File: config.mk
export PLATFORM = sky130hd
export DESIGN_NAME = uart_rx_param
export DESIGN_NICKNAME = d
export VERILOG_FILES = /design/src/rtl/uart_pkg.sv /design/src/rtl/uart_baud_tick.sv /design/src/rtl/uart_rx_param.sv
export SDC_FILE = /design/constraint.sdc
export NUM_CORES = 1
export LEC_CHECK = 0
export CAP_MARGIN = 20
export CORE_ASPECT_RATIO = 1.75
export CORE_UTILIZATION = 30
export CTS_CLUSTER_SIZE = 16
export DETAILED_ROUTE_END_ITERATION = 6
export PLACE_DENSITY = 0.5
export SLEW_MARGIN = 10
export SYNTH_ARGS = -nofsm -noshare
export SYNTH_HDL_FRONTEND = slang
export SYNTH_HIERARCHICAL = 1
export SYNTH_SLANG_ARGS = --single-unit
export TNS_END_PERCENT = 30
File: constraint.sdc
create_clock -name clk -period 2.7 [get_ports clk]
set_input_delay 0.27 -clock clk [delete_from_list [all_inputs] [get_ports clk]]
set_output_delay 0.27 -clock clk [all_outputs]
set_load 0.05 [all_outputs]
File: src/rtl/uart_pkg.sv
`default_nettype none
// ============================================================================
// Module      : uart_pkg
// Description : Shared definitions for the UART receive path. Holds the parity
//               mode codes, the receiver state encoding and constant
//               functions that derive the tick divider and counter widths.
// Revision    : 1.0 - initial release
// ============================================================================
package uart_pkg;

    localparam int PARITY_NONE = 0;
    localparam int PARITY_EVEN = 1;
    localparam int PARITY_ODD  = 2;

    typedef enum logic [2:0] {
        ST_IDLE   = 3'd0,
        ST_START  = 3'd1,
        ST_DATA   = 3'd2,
        ST_PARITY = 3'd3,
        ST_STOP   = 3'd4,
        ST_BREAK  = 3'd5
    } rx_state_t;

    // Clocks per oversampling tick.
    function automatic int calc_rate(input int clock_rate, input int baud_rate,
                                     input int ovr);
        return clock_rate / (baud_rate * ovr);
    endfunction

    // Bits needed to hold the values 0..n-1 (never less than one bit).
    function automatic int calc_width(input int n);
        return (n <= 2) ? 1 : $clog2(n);
    endfunction

endpackage
`default_nettype wire

File: src/rtl/uart_baud_tick.sv
`default_nettype none
// ============================================================================
// Module      : uart_baud_tick
// Description : Free-running divider producing a one-clk tick every RATE
//               clocks, RATE = CLOCK_RATE / (BAUD_RATE * OVR).
// Ports       : clk   - system clock
//               rst_n - asynchronous active-low reset
//               tick  - one-clk pulse on each counter wrap
// Revision    : 1.0 - initial release
// ============================================================================
module uart_baud_tick
    import uart_pkg::*;
#(
    parameter int CLOCK_RATE = 100000000,
    parameter int BAUD_RATE  = 115200,
    parameter int OVR        = 8
) (
    input  logic clk,
    input  logic rst_n,
    output logic tick
);

    localparam int c_RATE = calc_rate(CLOCK_RATE, BAUD_RATE, OVR);
    localparam int c_CW   = calc_width(c_RATE);
    localparam logic [c_CW-1:0] c_LAST = c_CW'(c_RATE - 1);

    logic [c_CW-1:0] r_cnt;

    always_ff @(posedge clk or negedge rst_n) begin
        if (!rst_n) begin
            r_cnt <= '0;
        end else if (r_cnt == c_LAST) begin
            r_cnt <= '0;
        end else begin
            r_cnt <= r_cnt + 1'b1;
        end
    end

    assign tick = (r_cnt == c_LAST);

endmodule
`default_nettype wire

File: src/rtl/uart_rx_param.sv
`default_nettype none
// ============================================================================
// Module      : uart_rx_param
// Description : Parametrised UART receiver with majority-vote mid-bit
//               sampling, configurable data width / parity / stop bits,
//               break and overrun reporting and a valid/ready output.
// Ports       : clk        - system clock
//               rst_n      - asynchronous active-low reset
//               rx         - serial line (asynchronous, idles high)
//               data       - received word, LSB first on the line
//               valid      - word and flags held until accepted
//               ready      - consumer accepts when valid && ready
//               parity_err - parity mismatch on this word
//               frame_err  - a stop bit sampled low
//               brk        - word reports a break condition
//               overrun    - frames were dropped while this word was held
// Revision    : 1.0 - initial release
// ============================================================================
module uart_rx_param
    import uart_pkg::*;
#(
    parameter int CLOCK_RATE = 100000000,
    parameter int BAUD_RATE  = 115200,
    parameter int OVR        = 8,
    parameter int DATA_BITS  = 8,
    parameter int PARITY     = 0,
    parameter int STOP_BITS  = 1
) (
    input  logic                 clk,
    input  logic                 rst_n,
    input  logic                 rx,
    output logic [DATA_BITS-1:0] data,
    output logic                 valid,
    input  logic                 ready,
    output logic                 parity_err,
    output logic                 frame_err,
    output logic                 brk,
    output logic                 overrun
);

    localparam int c_TW = calc_width(OVR);
    localparam int c_BW = calc_width(DATA_BITS);
    localparam logic [c_TW-1:0] c_SAMP_A   = c_TW'(OVR/2 - 1);
    localparam logic [c_TW-1:0] c_SAMP_B   = c_TW'(OVR/2);
    localparam logic [c_TW-1:0] c_SAMP_C   = c_TW'(OVR/2 + 1);
    localparam logic [c_TW-1:0] c_LAST_TK  = c_TW'(OVR - 1);
    localparam logic [c_TW-1:0] c_TK_ONE   = c_TW'(1);
    localparam logic [c_BW-1:0] c_LAST_BIT = c_BW'(DATA_BITS - 1);
    localparam logic            c_LAST_STP = 1'(STOP_BITS - 1);

    // Synchroniser
    logic r_sync1, r_sync2;

    always_ff @(posedge clk or negedge rst_n) begin
        if (!rst_n) begin
            r_sync1 <= 1'b1;
            r_sync2 <= 1'b1;
        end else begin
            r_sync1 <= rx;
            r_sync2 <= r_sync1;
        end
    end

    logic w_tick;

    uart_baud_tick #(
        .CLOCK_RATE (CLOCK_RATE),
        .BAUD_RATE  (BAUD_RATE),
        .OVR        (OVR)
    ) u_baud_tick (
        .clk   (clk),
        .rst_n (rst_n),
        .tick  (w_tick)
    );

    // Receiver state
    rx_state_t            r_state;
    logic [c_TW-1:0]      r_tidx;      // tick within bit; run-length of highs in BREAK
    logic [c_BW-1:0]      r_bidx;
    logic                 r_s0, r_s1;  // first two mid-bit samples
    logic                 r_bit;       // voted value of the current bit
    logic [DATA_BITS-1:0] r_shift;
    logic                 r_par;       // running XOR of data bits
    logic                 r_perr;
    logic                 r_ferr;
    logic                 r_zero;      // every bit so far sampled 0
    logic                 r_stop_idx;

    logic w_samp_a, w_samp_b, w_samp_done, w_bit_end;
    logic w_vote, w_bitval, w_xor, w_perr_calc, w_break;

    always_comb begin
        w_samp_a    = w_tick && (r_tidx == c_SAMP_A);
        w_samp_b    = w_tick && (r_tidx == c_SAMP_B);
        w_samp_done = w_tick && (r_tidx == c_SAMP_C);
        w_bit_end   = w_tick && (r_tidx == c_LAST_TK);
        // Third sample is the live input, so the vote is valid on w_samp_done.
        w_vote      = (r_s0 & r_s1) | (r_s0 & r_sync2) | (r_s1 & r_sync2);
        // With OVR = 4 the last sample and the end of bit share one tick.
        w_bitval    = w_samp_done ? w_vote : r_bit;
        w_xor       = r_par ^ w_vote;
        w_perr_calc = (PARITY == PARITY_EVEN) ? w_xor  :
                      (PARITY == PARITY_ODD)  ? ~w_xor : 1'b0;
        w_break     = (r_stop_idx == 1'b0) && r_zero && !w_vote;
    end

    always_ff @(posedge clk or negedge rst_n) begin
        if (!rst_n) begin
            r_state    <= ST_IDLE;
            r_tidx     <= '0;
            r_bidx     <= '0;
            r_s0       <= 1'b1;
            r_s1       <= 1'b1;
            r_bit      <= 1'b1;
            r_shift    <= '0;
            r_par      <= 1'b0;
            r_perr     <= 1'b0;
            r_ferr     <= 1'b0;
            r_zero     <= 1'b0;
            r_stop_idx <= 1'b0;
        end else begin
            if (w_samp_a) r_s0 <= r_sync2;
            if (w_samp_b) r_s1 <= r_sync2;
            if (w_samp_done) r_bit <= w_vote;

            case (r_state)
                ST_IDLE: begin
                    if (w_tick && !r_sync2) begin
                        // The detecting tick counts as index 0 of the start bit.
                        r_state    <= ST_START;
                        r_tidx     <= c_TK_ONE;
                        r_bidx     <= '0;
                        r_par      <= 1'b0;
                        r_perr     <= 1'b0;
                        r_ferr     <= 1'b0;
                        r_zero     <= 1'b1;
                        r_stop_idx <= 1'b0;
                    end
                end

                ST_START: begin
                    if (w_tick) begin
                        r_tidx <= r_tidx + 1'b1;
                        if (w_bit_end) begin
                            r_state <= w_bitval ? ST_IDLE : ST_DATA;
                        end
                    end
                end

                ST_DATA: begin
                    if (w_tick) begin
                        r_tidx <= r_tidx + 1'b1;
                        if (w_samp_done) begin
                            r_shift <= {w_vote, r_shift[DATA_BITS-1:1]};
                            r_par   <= w_xor;
                            if (w_vote) r_zero <= 1'b0;
                        end
                        if (w_bit_end) begin
                            if (r_bidx == c_LAST_BIT) begin
                                r_state <= (PARITY != PARITY_NONE) ? ST_PARITY : ST_STOP;
                            end else begin
                                r_bidx <= r_bidx + 1'b1;
                            end
                        end
                    end
                end

                ST_PARITY: begin
                    if (w_tick) begin
                        r_tidx <= r_tidx + 1'b1;
                        if (w_samp_done) begin
                            r_perr <= w_perr_calc;
                            if (w_vote) r_zero <= 1'b0;
                        end
                        if (w_bit_end) r_state <= ST_STOP;
                    end
                end

                ST_STOP: begin
                    if (w_tick) begin
                        r_tidx <= r_tidx + 1'b1;
                        if (w_samp_done) begin
                            if (w_break) begin
                                r_state <= ST_BREAK;
                                r_tidx  <= '0;
                            end else if (r_stop_idx == c_LAST_STP) begin
                                // Leave mid-bit so the next start edge is not missed.
                                r_state <= ST_IDLE;
                            end else begin
                                r_ferr     <= r_ferr | ~w_vote;
                                r_stop_idx <= 1'b1;
                            end
                        end
                    end
                end

                ST_BREAK: begin
                    if (w_tick) begin
                        if (r_sync2) begin
                            if (r_tidx == c_LAST_TK) r_state <= ST_IDLE;
                            r_tidx <= r_tidx + 1'b1;
                        end else begin
                            r_tidx <= '0;
                        end
                    end
                end

                default: r_state <= ST_IDLE;
            endcase
        end
    end

    // Word posting
    logic                 w_post, w_post_perr, w_post_ferr, w_post_brk;
    logic [DATA_BITS-1:0] w_post_data;

    always_comb begin
        w_post      = 1'b0;
        w_post_data = r_shift;
        w_post_perr = r_perr;
        w_post_ferr = r_ferr | ~w_vote;
        w_post_brk  = 1'b0;
        if ((r_state == ST_STOP) && w_samp_done) begin
            if (w_break) begin
                w_post      = 1'b1;
                w_post_data = '0;
                w_post_perr = 1'b0;
                w_post_ferr = 1'b1;
                w_post_brk  = 1'b1;
            end else if (r_stop_idx == c_LAST_STP) begin
                w_post = 1'b1;
            end
        end
    end

    // Output register
    logic [DATA_BITS-1:0] r_data;
    logic                 r_valid, r_operr, r_oferr, r_obrk, r_oovr;
    logic                 w_consume;

    assign w_consume = r_valid && ready;

    always_ff @(posedge clk or negedge rst_n) begin
        if (!rst_n) begin
            r_data  <= '0;
            r_valid <= 1'b0;
            r_operr <= 1'b0;
            r_oferr <= 1'b0;
            r_obrk  <= 1'b0;
            r_oovr  <= 1'b0;
        end else if (w_post && (!r_valid || w_consume)) begin
            r_data  <= w_post_data;
            r_valid <= 1'b1;
            r_operr <= w_post_perr;
            r_oferr <= w_post_ferr;
            r_obrk  <= w_post_brk;
            r_oovr  <= 1'b0;
        end else if (w_post) begin
            // Held word is kept; the new frame is dropped.
            r_oovr <= 1'b1;
        end else if (w_consume) begin
            r_valid <= 1'b0;
            r_oovr  <= 1'b0;
        end
    end

    assign data       = r_data;
    assign valid      = r_valid;
    assign parity_err = r_operr;
    assign frame_err  = r_oferr;
    assign brk        = r_obrk;
    assign overrun    = r_oovr;

endmodule
`default_nettype wire

Word-level counts from Yosys, hierarchy flattened
Cells that the tools add are included.
{ "classes": {"addsub": 3, "eq_ne": 34, "mux": 66, "n_bitwise": 8, "n_reduce_logical": 33} }
{ "ops": {"columns": ["cell", "count"], "rows": [
  ["3-bit two-way mux", 25],
  ["2-bit inequality test, second input constant", 17],
  ["1-bit two-way mux", 30],
  ["5-bit AND reduction", 4],
  ["3-bit == test, second input constant", 6],
  ["3-bit one-hot mux with 6 select lines", 1],
  ["8-bit two-way mux", 2],
  ["14-bit AND reduction", 1],
  ["3-bit one-hot mux with 4 select lines", 1],
  ["1-bit logical AND", 10],
  ["2-bit by 1-bit inequality test with 1-bit output, second input constant", 5],
  ["2-bit nonzero test", 5],
  ["3-bit by 2-bit == test with 1-bit output, second input constant", 3],
  ["1-bit one-hot mux with 2 select lines", 4],
  ["7-bit by 1-bit adder with 7-bit output, second input constant", 1],
  ["7-bit == test, second input constant", 1],
  ["7-bit two-way mux", 1],
  ["3-bit by 1-bit adder with 3-bit output, second input constant", 2],
  ["3-bit one-hot mux with 2 select lines", 1],
  ["6-bit AND reduction", 1],
  ["4-bit AND reduction", 1],
  ["4-bit nonzero test", 1],
  ["1-bit AND", 3],
  ["3-bit by 1-bit == test with 1-bit output, second input constant", 1],
  ["12 further kinds", 17]
]} }
{ "word_totals": {"regBits": 46, "inputBits": 4, "word_cells": 164} }

Depth between registers and ports, before layout
{ "depth": {"ltp_word": 10, "mapped_depth": 10, "mapped_depth_nobuf": 7} }

Hierarchy
The synthesis kept the hierarchy.
{ "by_module_without_submodules": {"columns": ["mod", "instances", "cells_per_inst", "area_per_inst_um2", "seq_area_each_um2"], "rows": [
  ["uart_rx_param", 1, 142, 1701.6, 907.1],
  ["uart_baud_tick", 1, 29, 314.1, 175.2]
]} }

Worst setup path before layout
Ideal clock, no wire load.
{ "synth_timing": {"kind": "register to register", "start": "reg u_baud_tick.r_cnt[0]", "end": "reg r_state[1]", "arrival_ps": 2120, "required_ps": 2635, "path_slack_ps": 515, "path_stages_with_launch": 10, "path_buffers": 2, "cell_sequence": "dfrtp_1 -> ha_1 -> nand3_1 -> nor4_2 -> buf_4 -> and3_1 -> buf_2 -> mux2_4 -> nor4b_2 -> mux2_1"} }
{ "synth_via": {"elab_chain_cells": 7, "word_cells_on_any_way": 20, "classes_between": "eq/ne: 11; mux: 5; reduce/logical: 4"} }
{ "synth_lines": {"columns": ["element", "line_no", "source"], "rows": [
  ["start: declaration", "uart_baud_tick.sv:27", "logic [c_CW-1:0] r_cnt;"],
  ["start signal: assignment", "uart_baud_tick.sv:35", "r_cnt <= r_cnt + 1'b1;"],
  ["7-bit == test", "uart_baud_tick.sv:39", "assign tick = (r_cnt == c_LAST);"],
  ["via w_tick", "uart_rx_param.sv:64", "logic w_tick;"],
  ["1-bit logical AND", "uart_rx_param.sv:95", "w_samp_done = w_tick && (r_tidx == c_SAMP_C);"],
  ["1-bit two-way mux", null, null],
  ["via w_bitval", "uart_rx_param.sv:90", "logic w_vote, w_bitval, w_xor, w_perr_calc, w_break;"],
  ["2-bit two-way mux", "uart_rx_param.sv:145", "r_state <= w_bitval ? ST_IDLE : ST_DATA;"],
  ["3-bit two-way mux", "uart_rx_param.sv:144", "if (w_bit_end) begin"],
  ["3-bit two-way mux", "uart_rx_param.sv:142", "if (w_tick) begin"],
  ["3-bit one-hot mux with 6 select lines", "uart_rx_param.sv:126", "case (r_state)"],
  ["end signal: assignment", "uart_rx_param.sv:145", null],
  ["end signal: assignment", "uart_rx_param.sv:160", "r_state <= (PARITY != PARITY_NONE) ? ST_PARITY : ST_STOP;"],
  ["end: declaration", "uart_rx_param.sv:77", "rx_state_t r_state;"]
]} }
The timed path passes the listed nets, and every way through them passes these cells. The select of a mux whose other input is x is not followed.
A chain may end at the register's enable or synchronous reset.

Worst setup path after layout
{ "layout_timing": {"start": "reg u_baud_tick.r_cnt[0]", "end": "reg r_state[1]"} }
{ "layout_via": {"elab_chain_cells": 7, "word_cells_on_any_way": 20, "classes_between": "eq/ne: 11; mux: 5; reduce/logical: 4"} }
{ "layout_lines": {"columns": ["element", "line_no"], "rows": [
  ["7-bit == test *", "uart_baud_tick.sv:39"],
  ["via w_tick", "uart_rx_param.sv:64"],
  ["1-bit logical AND", "uart_rx_param.sv:95"],
  ["1-bit two-way mux", null],
  ["2-bit two-way mux", "uart_rx_param.sv:145"],
  ["3-bit two-way mux", "uart_rx_param.sv:144"],
  ["3-bit two-way mux", "uart_rx_param.sv:142"],
  ["3-bit one-hot mux with 6 select lines", "uart_rx_param.sv:126"]
]} }
Mark *: on every way through the listed nets, which the timed path passes. The rest lies on a longest branch. The select of a mux whose other input is x is not followed.

==> flow_summary_export.csv <==
group,metric,value,unit
outcome,status,"completed",
grt,grt_max_degree,44,
route,routedWlPerCell,14.3,um
route,vias,1317,
timing,relSlewSlack,66.1,%
setup_path,cp.depth,8,
route,route.detailed.drc,0,
yosys,synth_edf_count,0,
yosys,yosys.area.top_type,"dfrtp_1",
place,placedCellCount,263,
timing,tightest_slew,0.507,ns
timing,fmax,466,MHz
place,dpl-instance-area,2230,sq um
grt,grt_pass1_wl,6640,um
route,wl_met1,1670,um
place,port_buffers,15,
yosys,synth_nets,183,
setup_path,crit_path_frequent_cell,"nand3_1",
setup_path,path_cells,"ha_1 > nand3_1 > nor4_2 > buf_4 > nand3_1 > o221ai_1 > a31oi_1 > mux2_1",
route,met2_length,2000,um
layout,final_area,2400,sq um
yosys,synth_top_area_share,47.2,%
clock_tree,clock_sinks,43,
yosys,synthCells,171,
die,die_x,64.0,um
clock_tree,post_cts_buffers,0,
layout,final_cell_mix,"38 x dfrtp_1, 14 x nand2_1, 14 x clkdlybuf4s50_1, 11 x mux2_2, 10 x inv_1",
place,hpwl,2730,um
timing,post-route-period-util,79.4,%
yosys,synthTopCellsByArea,"dfrtp_1 47%, dfstp_2 6.5%, mux2_2 6.1%",
timing,hold_viol_final,0,
route,ant_nets,0,
setup_path,crit_type,"reg2reg",
setup_path,slowest_stage,"dfrtp_1",
die,die-area,7060,sq um
timing,rsz0062_at_grt,"false",
setup_path,worstPathRequired,2.87,ns
route,top_layer,"met4",
setup_path,rr_worst_depth,8,
yosys,synth_area_per_cell,11.8,sq um
setup_path,crit_arrival,2.31,ns
place,gp_congestion,0.730,
yosys,synth_ff_type,"dfrtp_1",
clock_tree,cts_buffer_depth,2,
layout,area_growth,19.3,%
die,start_util,31.1,%
timing,finalMaxSlewViolations,0,
route,drt-pass1-iter-count,4,
clock_tree,h-tree-depth,2,
route,drt_iter0_markers,34,
power,peakVddDrop,395,uV
layout,final_cells,273,
grt,gr-total-overflow,0,
layout,fillers,631,
route,dr_wl_met3,93,um
timing,worst_clock_skew,0.00559,ns
yosys,synth.distinct_cells,45,
die,core_area,6490,sq um
setup_path,cp_max_fo,12,
route,viasPerCell,4.82,
yosys,synth_seq_area_share,53.7,%
grt,grt_usage,12.6,%
timing,hold_slack,0.363,ns
yosys,syn-cell-area,2020,sq um
grt,grt_pass1_vias,1354,
min_path,worstHoldPathCells,0,
setup_path,critPathBufInv,1,
die,rows,39,
clock_tree,insertion_delay,0.29,ns
layout,diodes,0,
yosys,ys_ff_latch,43,
run,maxCapViolCount,0,
setup_path,critical-path-top-delay-family,"simple AND/OR/NAND/NOR gates",
power,report.power.total,1.27,mW
die,io_pins,17,
clock_tree,clock-root-buffer,"clkbuf_16",
grt,grt_antenna_before_repair,0,
yosys,yosysWarnings,6,
clock_tree,cts-buffers-inserted,5,
clock_tree,postCtsResizedCells,0,
layout,num-nets-final,202,
setup_path,end_kind,"register",
layout,final_layout_size_suffix_gt1_share,20.4,%
timing,setup_viol,0,
timing,tns,0,ns
die,die_height,110,um
clock_tree,cts.reportedPaths.clkPinSlew,0.06,ns
min_path,hold_class,"reg2reg",
setup_path,cp-start-kind,"register",
clock_tree,cts_tree,"built",
power,p_per_area,527,nW/um^2
yosys,synthArstFlopShare,100,%
clock_tree,cts_hold_buf,0,
layout,final_common_cell,"dfrtp_1",
setup_path,cp_slowest_stage_delay,0.36,ns
power,cellLeakagePower,1.09,nW
route,drt_wl_total,3890,um
timing,period_minus_slack,2.14,ns
==> per-layer routing <==
layer | GRT usage, % | vias up
li1 | - | 633
met1 | 14.3 | 654
met2 | 20.9 | 21
met3 | 2.27 | 9
met4 | 8.48 | 0
met5 | 0 | -
==> state kept, by name, summed over array words and instances, names as in the netlist, 3 cells and up <==
name,count
u_baud_tick/r_cnt,7
data,8
r_state,3
r_shift,8
r_tidx,3
r_bidx,3
==> Yosys cell counts, types with 2 or more instances <==
| cell type | n |
|---|---|
| buf_2 | 5 |
| a21oi_1 | 4 |
| nand2b_1 | 5 |
| inv_1 | 10 |
| o31a_1 | 2 |
| xnor2_1 | 2 |
| dfrtp_1 | 38 |
| mux2_2 | 11 |
| mux2_4 | 2 |
| o221ai_1 | 2 |
| buf_4 | 2 |
| mux2i_1 | 3 |
| ha_1 | 8 |
| nand3_1 | 8 |
| dfstp_2 | 5 |
| nand2_1 | 14 |
| nor2_1 | 7 |
| o21ai_0 | 5 |
| a22o_1 | 8 |
| nor2b_1 | 5 |
==> power by group <==
part / switching, mW / internal, mW
clock: 0.244 / 0.337
sequential: 0.00304 / 0.649
combinational: 0.0230 / 0.0116
==> metrics by stage <==
stage          util, %  setup WS (ns)
3_3_place_gp      34.4          0.588
4_1_cts           36.6          0.552
2_1_floorplan        -          0.515
6_report          37.1          0.556
3_5_place_dp      34.4          0.554
5_1_grt           37.1          0.301
==> cells by family after synthesis <==
family          Yosys count  synth area share (%)
compound gates           31                  11.7
xor+xnor                  3                  1.30
fa+ha+maj                 9                  5.52
buf+inv                  18                  4.41
flops                    43                  53.7
mux                      17                  9.68
other cells               1                 0.186
simple gates             49                  13.5
==> layout make-up <==
cell class,instances,area [sq um],share of cell area [%]
Clock buffer,5,125,5.20
Timing Repair Buffer,20,198,8.22
Sequential cell,43,1080,45.0
Inverter,10,37.5,1.56
Clock inverter,3,15.0,0.624
Multi-Input combinational cell,110,845,35.1
Tap cell,82,103,4.27
==> worst reg2reg max path, delay by kind of cell (launching register included) <==
family / cells / cell delay [ns]
AO/OA/AOI/OAI: 2 / 0.38
flip-flops: 1 / 0.36
adder cells (fa/ha/maj): 1 / 0.21
buffers and inverters: 1 / 0.25
AND/OR/NAND/NOR: 3 / 0.49
multiplexers: 1 / 0.35
==> path summary, 6_finish.rpt <==
check / slack (ns) / endpoint / startpoint
min in group asynchronous: 0.44 / r_shift[6] / rst_n
worst min-delay path: 0.36 / r_sync2 / r_sync1
worst min register to register: 0.36 / r_sync2 / r_sync1
worst max register to register: 0.56 / r_state[1] / u_baud_tick/r_cnt[0]
worst max-delay path: 0.56 / r_state[1] / u_baud_tick/r_cnt[0]
max in group asynchronous: 1.71 / r_sync1 / rst_n
Note: power is estimated with default switching activity, not from simulation.
==> variant 1: new RTL, config.mk and constraints unchanged <==
Register the output `frame_err` once more, cleared by the reset; this adds one clock of latency there. The other outputs are not delayed to match.
--- a/src/rtl/uart_rx_param.sv
+++ b/src/rtl/uart_rx_param.sv
@@ -269,3 +269,9 @@
     assign parity_err = r_operr;
-    assign frame_err  = r_oferr;
+    always_ff @(posedge clk or negedge rst_n) begin
+        if (!rst_n) begin
+            frame_err <= '0;
+        end else begin
+            frame_err <= r_oferr;
+        end
+    end
     assign brk        = r_obrk;
Formal check against the unedited RTL: same outputs for any inputs over 10 cycles, from zero or initial values and one cycle with rst_n low; that may be too few to reach the edited logic, so the function may still have changed.
==> variant 1 against the original RTL <==
- wire length is 0.18% higher
- clock skew is 0.0011 ns higher
- synthesized cell count is 0.58% higher
- non-clock buffer count is 1 lower
- sequential cell count is 1 higher
- worst setup slack worse by 0.073 ns
- count of clock-buffer cells in the layout is 1 higher
- area after synthesis hardly changed
- via count is 1.7% higher
- power is 12% higher
- design area is 1.6% higher
- critical path type unchanged
==> variant 1: results (changes against the original RTL) <==
[synth]
syn-num-nets=184  ; +0.55%
async_flop_share=1.00  ; unchanged
synth_fa_ha_area_frac=0.0546  ; -0.000655
synth_seq_area_share=0.549  ; +0.0121
synth-compound-area-share=0.114  ; -0.00379
synth.avg_cell_area_um2=11.7  ; -0.52%
synth_common_cells=39 x dfrtp_1, 11 x mux2_2, 11 x nand2_1
ys_top_cells_by_area=dfrtp_1 48%, dfstp_2 6.5%, mux2_2 6.1%
yosys.area_share.xor_xnor=0.0130  ; about the same
synth_cell_types=45  ; unchanged
synth.mux.area_fraction=0.0763  ; -0.0205

[power]
intPower_mw=1.14  ; +14%
p_leak_nw=1.11  ; +1.2%
vdd_ir_drop_max_uv=403  ; +2.0%

[worst_setup_path]
timing.rr.start=u_baud_tick/r_cnt[0]$_DFF_PN0_
r2r_cells=7  ; -1
path_delay_family=simple AND/OR/NAND/NOR gates
cp_slowest_cell=and3_1
cp_slowest_stage_delay_ns=0.38  ; +0.02 ns
rrSetupSlack_ns=0.48  ; -0.07 ns
worstReg2RegEnd=r_shift[2]$_DFFE_PN0P_
crit_fanout=8  ; -4

[drt]
wire_per_inst_um=14.2  ; -0.55%
viasPerCell=4.87  ; +1.0%
drt_first_iter_violations=13  ; -62%

[run_status]
outcome=finished, final reports clean

[clock_network]
clock_path_buffers=2  ; unchanged
clock-root-buffer=clkbuf_16
insertion_delay_ns=0.29  ; about the same
htree_levels=2  ; unchanged

[global_routing]
grt_max_degree=45  ; +2.3%
grt_usage=0.131  ; +0.00474
grt_pass1_vias=1392  ; +2.8%
grt_first_pass_wirelength_mm=7.02  ; +5.8%

[placement]
hpwl_mm=2.72  ; -0.46%
place_congestion=0.776  ; +6.3%
placedCellCount=265  ; +0.76%

[timing]
holdWs_ns=0.355  ; -0.00847 ns
tightest_slew_ns=0.507  ; +0.000677 ns
finClkSkew_ns=0.00669  ; +0.00110 ns

[hold_path]
hold_start=r_sync1$_DFF_PN1_
holdPathStages=0  ; unchanged

[cells_and_area]
instances_no_fill=275  ; +0.73%
layout-drive-gt1-share=0.187  ; -0.0177
nets=204  ; +0.99%

## variant 1: worst max-delay path by stage
stage / slack [ns] / to / depth (start not counted) / from
floorplan: 0.28 / r_shift[0]$_DFFE_PN0P_ / 8 / u_baud_tick/r_cnt[0]$_DFF_PN0_
global placement: 0.53 / r_shift[0]$_DFFE_PN0P_ / 7 / u_baud_tick/r_cnt[0]$_DFF_PN0_
detailed placement: 0.48 / r_shift[5]$_DFFE_PN0P_ / 7 / u_baud_tick/r_cnt[0]$_DFF_PN0_
CTS: 0.47 / r_shift[5]$_DFFE_PN0P_ / 7 / u_baud_tick/r_cnt[0]$_DFF_PN0_
global route: 0.34 / r_shift[4]$_DFFE_PN0P_ / 7 / u_baud_tick/r_cnt[0]$_DFF_PN0_
finish: 0.48 / r_shift[2]$_DFFE_PN0P_ / 7 / u_baud_tick/r_cnt[0]$_DFF_PN0_
## variant 1: final cells by class
type                       instances  area, um^2
sequential                        44        1110
fill                             642        4050
tap                               82         103
timing repair buffer              19         190
multi-input combinational        113         831
clock inverter                     2        38.8
clock buffer                       6         139
inverter                           9        33.8
## variant 1: worst reg2reg max path, stage by stage, from the launching register on
cell,delay [ns]
dfrtp_1,0.37
ha_1,0.21
nand3_1,0.14
nor4_2,0.19
and3_1,0.38
nand2_4,0.09
nor3_4,0.33
mux2_2,0.38
## variant 1: routing by layer
metal  up-vias  GRT usage  part of all wire  routed length, um
met5         -          0                 0                  0
met4         0     0.0833             0.038                148
met3         9     0.0258             0.020                 78
met2        16      0.213              0.51               2010
met1       669      0.152              0.43               1660
li1        646          -                 -                  -
## variant 1: power by group through the flow
stage	sequential, mW	combinational, mW	clock (mW)
detailed placement	0.678	0.0291	0
floorplan	0.681	0.00610	0
global route	0.666	0.0370	0.766
CTS	0.666	0.0292	0.740
finish	0.666	0.0324	0.717
global placement	0.678	0.0292	0
## variant 1: cell families after synthesis
| kind of cell | after synthesis |
|---|---|
| AO/OA/AOI/OAI | 32 |
| XOR/XNOR | 3 |
| adder cells (fa/ha/maj) | 9 |
| buffers and inverters | 15 |
| flip-flops | 44 |
| multiplexers | 14 |
| other | 1 |
| AND/OR/NAND/NOR | 54 |
==> variant 2: new RTL, same flow settings <==
Without the edit above. The parameter `PARITY` goes from 0 to 1.
--- a/src/rtl/uart_rx_param.sv
+++ b/src/rtl/uart_rx_param.sv
@@ -25,3 +25,3 @@
     parameter int DATA_BITS  = 8,
-    parameter int PARITY     = 0,
+    parameter int PARITY     = 1,
     parameter int STOP_BITS  = 1
Formal check against the unedited RTL: no difference found for any inputs over 10 cycles, from zero or initial values and one cycle with rst_n low; that may be too few to reach the edited logic, so the function may still have changed.
==> variant 2 against the original RTL <==
- clock skew fell by 0.00064 ns
- count of clock-buffer cells in the layout unchanged
- area after synthesis rose by 8.8%
- wire length is 19% higher
- critical path type unchanged
- sequential cell count grew 3
- largest cell class unchanged
- worst setup slack got worse by 0.15 ns
- power is 7.4% higher
- design area grew 9.5%
- largest power group unchanged
- critical endpoint unchanged
==> variant 2: results (changes against the original RTL) <==
[synth]
synth_warnings=6  ; unchanged
async_flop_share=1.00  ; unchanged
ys_top_cells_by_area=dfrtp_1 47%, nand2_1 6.7%, dfstp_2 6.0%
synth.avg_cell_area_um2=10.3  ; -13%
syn-num-nets=225  ; +23%
synth_common_cells=41 x dfrtp_1, 39 x nand2_1, 13 x o21ai_0
synth_ff_type=dfrtp_1
synth_cell_types=47  ; +4.4%
synth_seq_area_share=0.528  ; -0.00897

[worst_setup_path]
startpoint=u_baud_tick/r_cnt[0]$_DFF_PN0_
cp_slowest_cell=dfrtp_1
cp_slowest_stage_delay_ns=0.37
rrSetupSlack_ns=0.41  ; -0.15 ns
crit_end=r_state[1]$_DFFE_PN0P_
arrival_ns=2.51  ; +0.20 ns
r2r_cells=9  ; +1
path_delay_family=simple AND/OR/NAND/NOR gates
crit_fanout=18  ; +6
worstReg2RegEnd=r_state[1]$_DFFE_PN0P_

[timing]
finalHoldViolations=0  ; unchanged
maxSlewViolCount=0  ; unchanged
slew-limit-headroom=0.657  ; -0.00441
finClkSkew_ns=0.00495  ; -0.000643 ns

[global_routing]
grt_max_degree=45  ; +2.3%
grt_usage=0.136  ; +0.0102
grt_first_pass_wirelength_mm=7.58  ; +14%
grt_pass1_vias=1551  ; +15%

[cells_and_area]
layout-drive-gt1-share=0.155  ; -0.0494
n_antenna_cell=0  ; unchanged
nets=250  ; +24%
nFillCells=702  ; +11%

[clock_network]
clock-root-buffer=clkbuf_16
insertion_delay_ns=0.29  ; about the same
htree_levels=2  ; unchanged
cts_buffers=5  ; unchanged

[run]
maxCapViolCount=0  ; unchanged

[drt]
wire_per_inst_um=14.4  ; +0.68%
viasPerCell=5.03  ; +4.4%
vias=1626  ; +23%
drt_first_iter_violations=60  ; +76%
drtPass1Iterations=4  ; unchanged

[placement]
placedCellCount=313  ; +19%
hpwl_mm=3.21  ; +18%
place_congestion=0.819  ; +12%
io_buffers=16  ; +1

[hold_path]
hold_path_end=r_sync2$_DFF_PN1_
min-delay-path-class=flop to flop
hold_start=r_sync1$_DFF_PN1_

[power]
p_leak_nw=1.17  ; +6.8%
vdd_ir_drop_max_uv=345  ; -13%

[run_status]
outcome=finished, final reports clean

==> variant 2: cell type report <==
cell class / count / share of cell area
flip-flops and latches: 46 / 0.440
multi-input cells: 149 / 0.355
repair buffers: 27 / 0.0960
clock buffers: 5 / 0.0475
well taps: 84 / 0.0399
inverters: 9 / 0.0133
clock inverters: 3 / 0.00903
==> variant 2: where the power goes <==
group / internal [mW] / switching [mW] / total [mW]
combinational: 0.0123 / 0.0226 / 0.0349
sequential: 0.693 / 0.00316 / 0.696
clock: 0.347 / 0.284 / 0.630
total: 1.05 / 0.310 / 1.36
==> variant 2: metal layers <==
layer  vias to the layer above  wire [um]  GRT usage
met2                        31       2440      0.226
met3                         5        139     0.0278
met5                         -          0          0
met1                       791       1940      0.158
met4                         0        122     0.0794
li1                        799          -          -
==> variant 2: stage by stage <==
stage	area (um^2)	hold slack [ns]	setup slack, ns	utilization
after CTS	2600	0.189	0.379	0.374
after floorplan	2190	-0.0256	0.402	-
after detailed placement	2450	0.349	0.417	0.353
after global placement	2450	0.348	0.446	0.353
after global routing	2630	0.359	0.232	0.378
final	2630	0.358	0.409	0.378
==> variant 2: cells by family (layout without fill, tap and decap cells) <==
group | count (synthesis) | in the layout | share of synthesized area
buffers and inverters | 18 | 44 | 0.0462
multiplexers | 6 | 6 | 0.0302
XOR/XNOR | 4 | 4 | 0.0160
AO/OA/AOI/OAI | 50 | 50 | 0.148
AND/OR/NAND/NOR | 80 | 80 | 0.182
flip-flops | 46 | 46 | 0.528
adder cells (fa/ha/maj) | 9 | 9 | 0.0502
==> variant 2: timing repair <==
item                      in CTS  in global routing
hold buffers                   0                  1
hold endpoints to repair       0                 12
resized for setup              0                  0
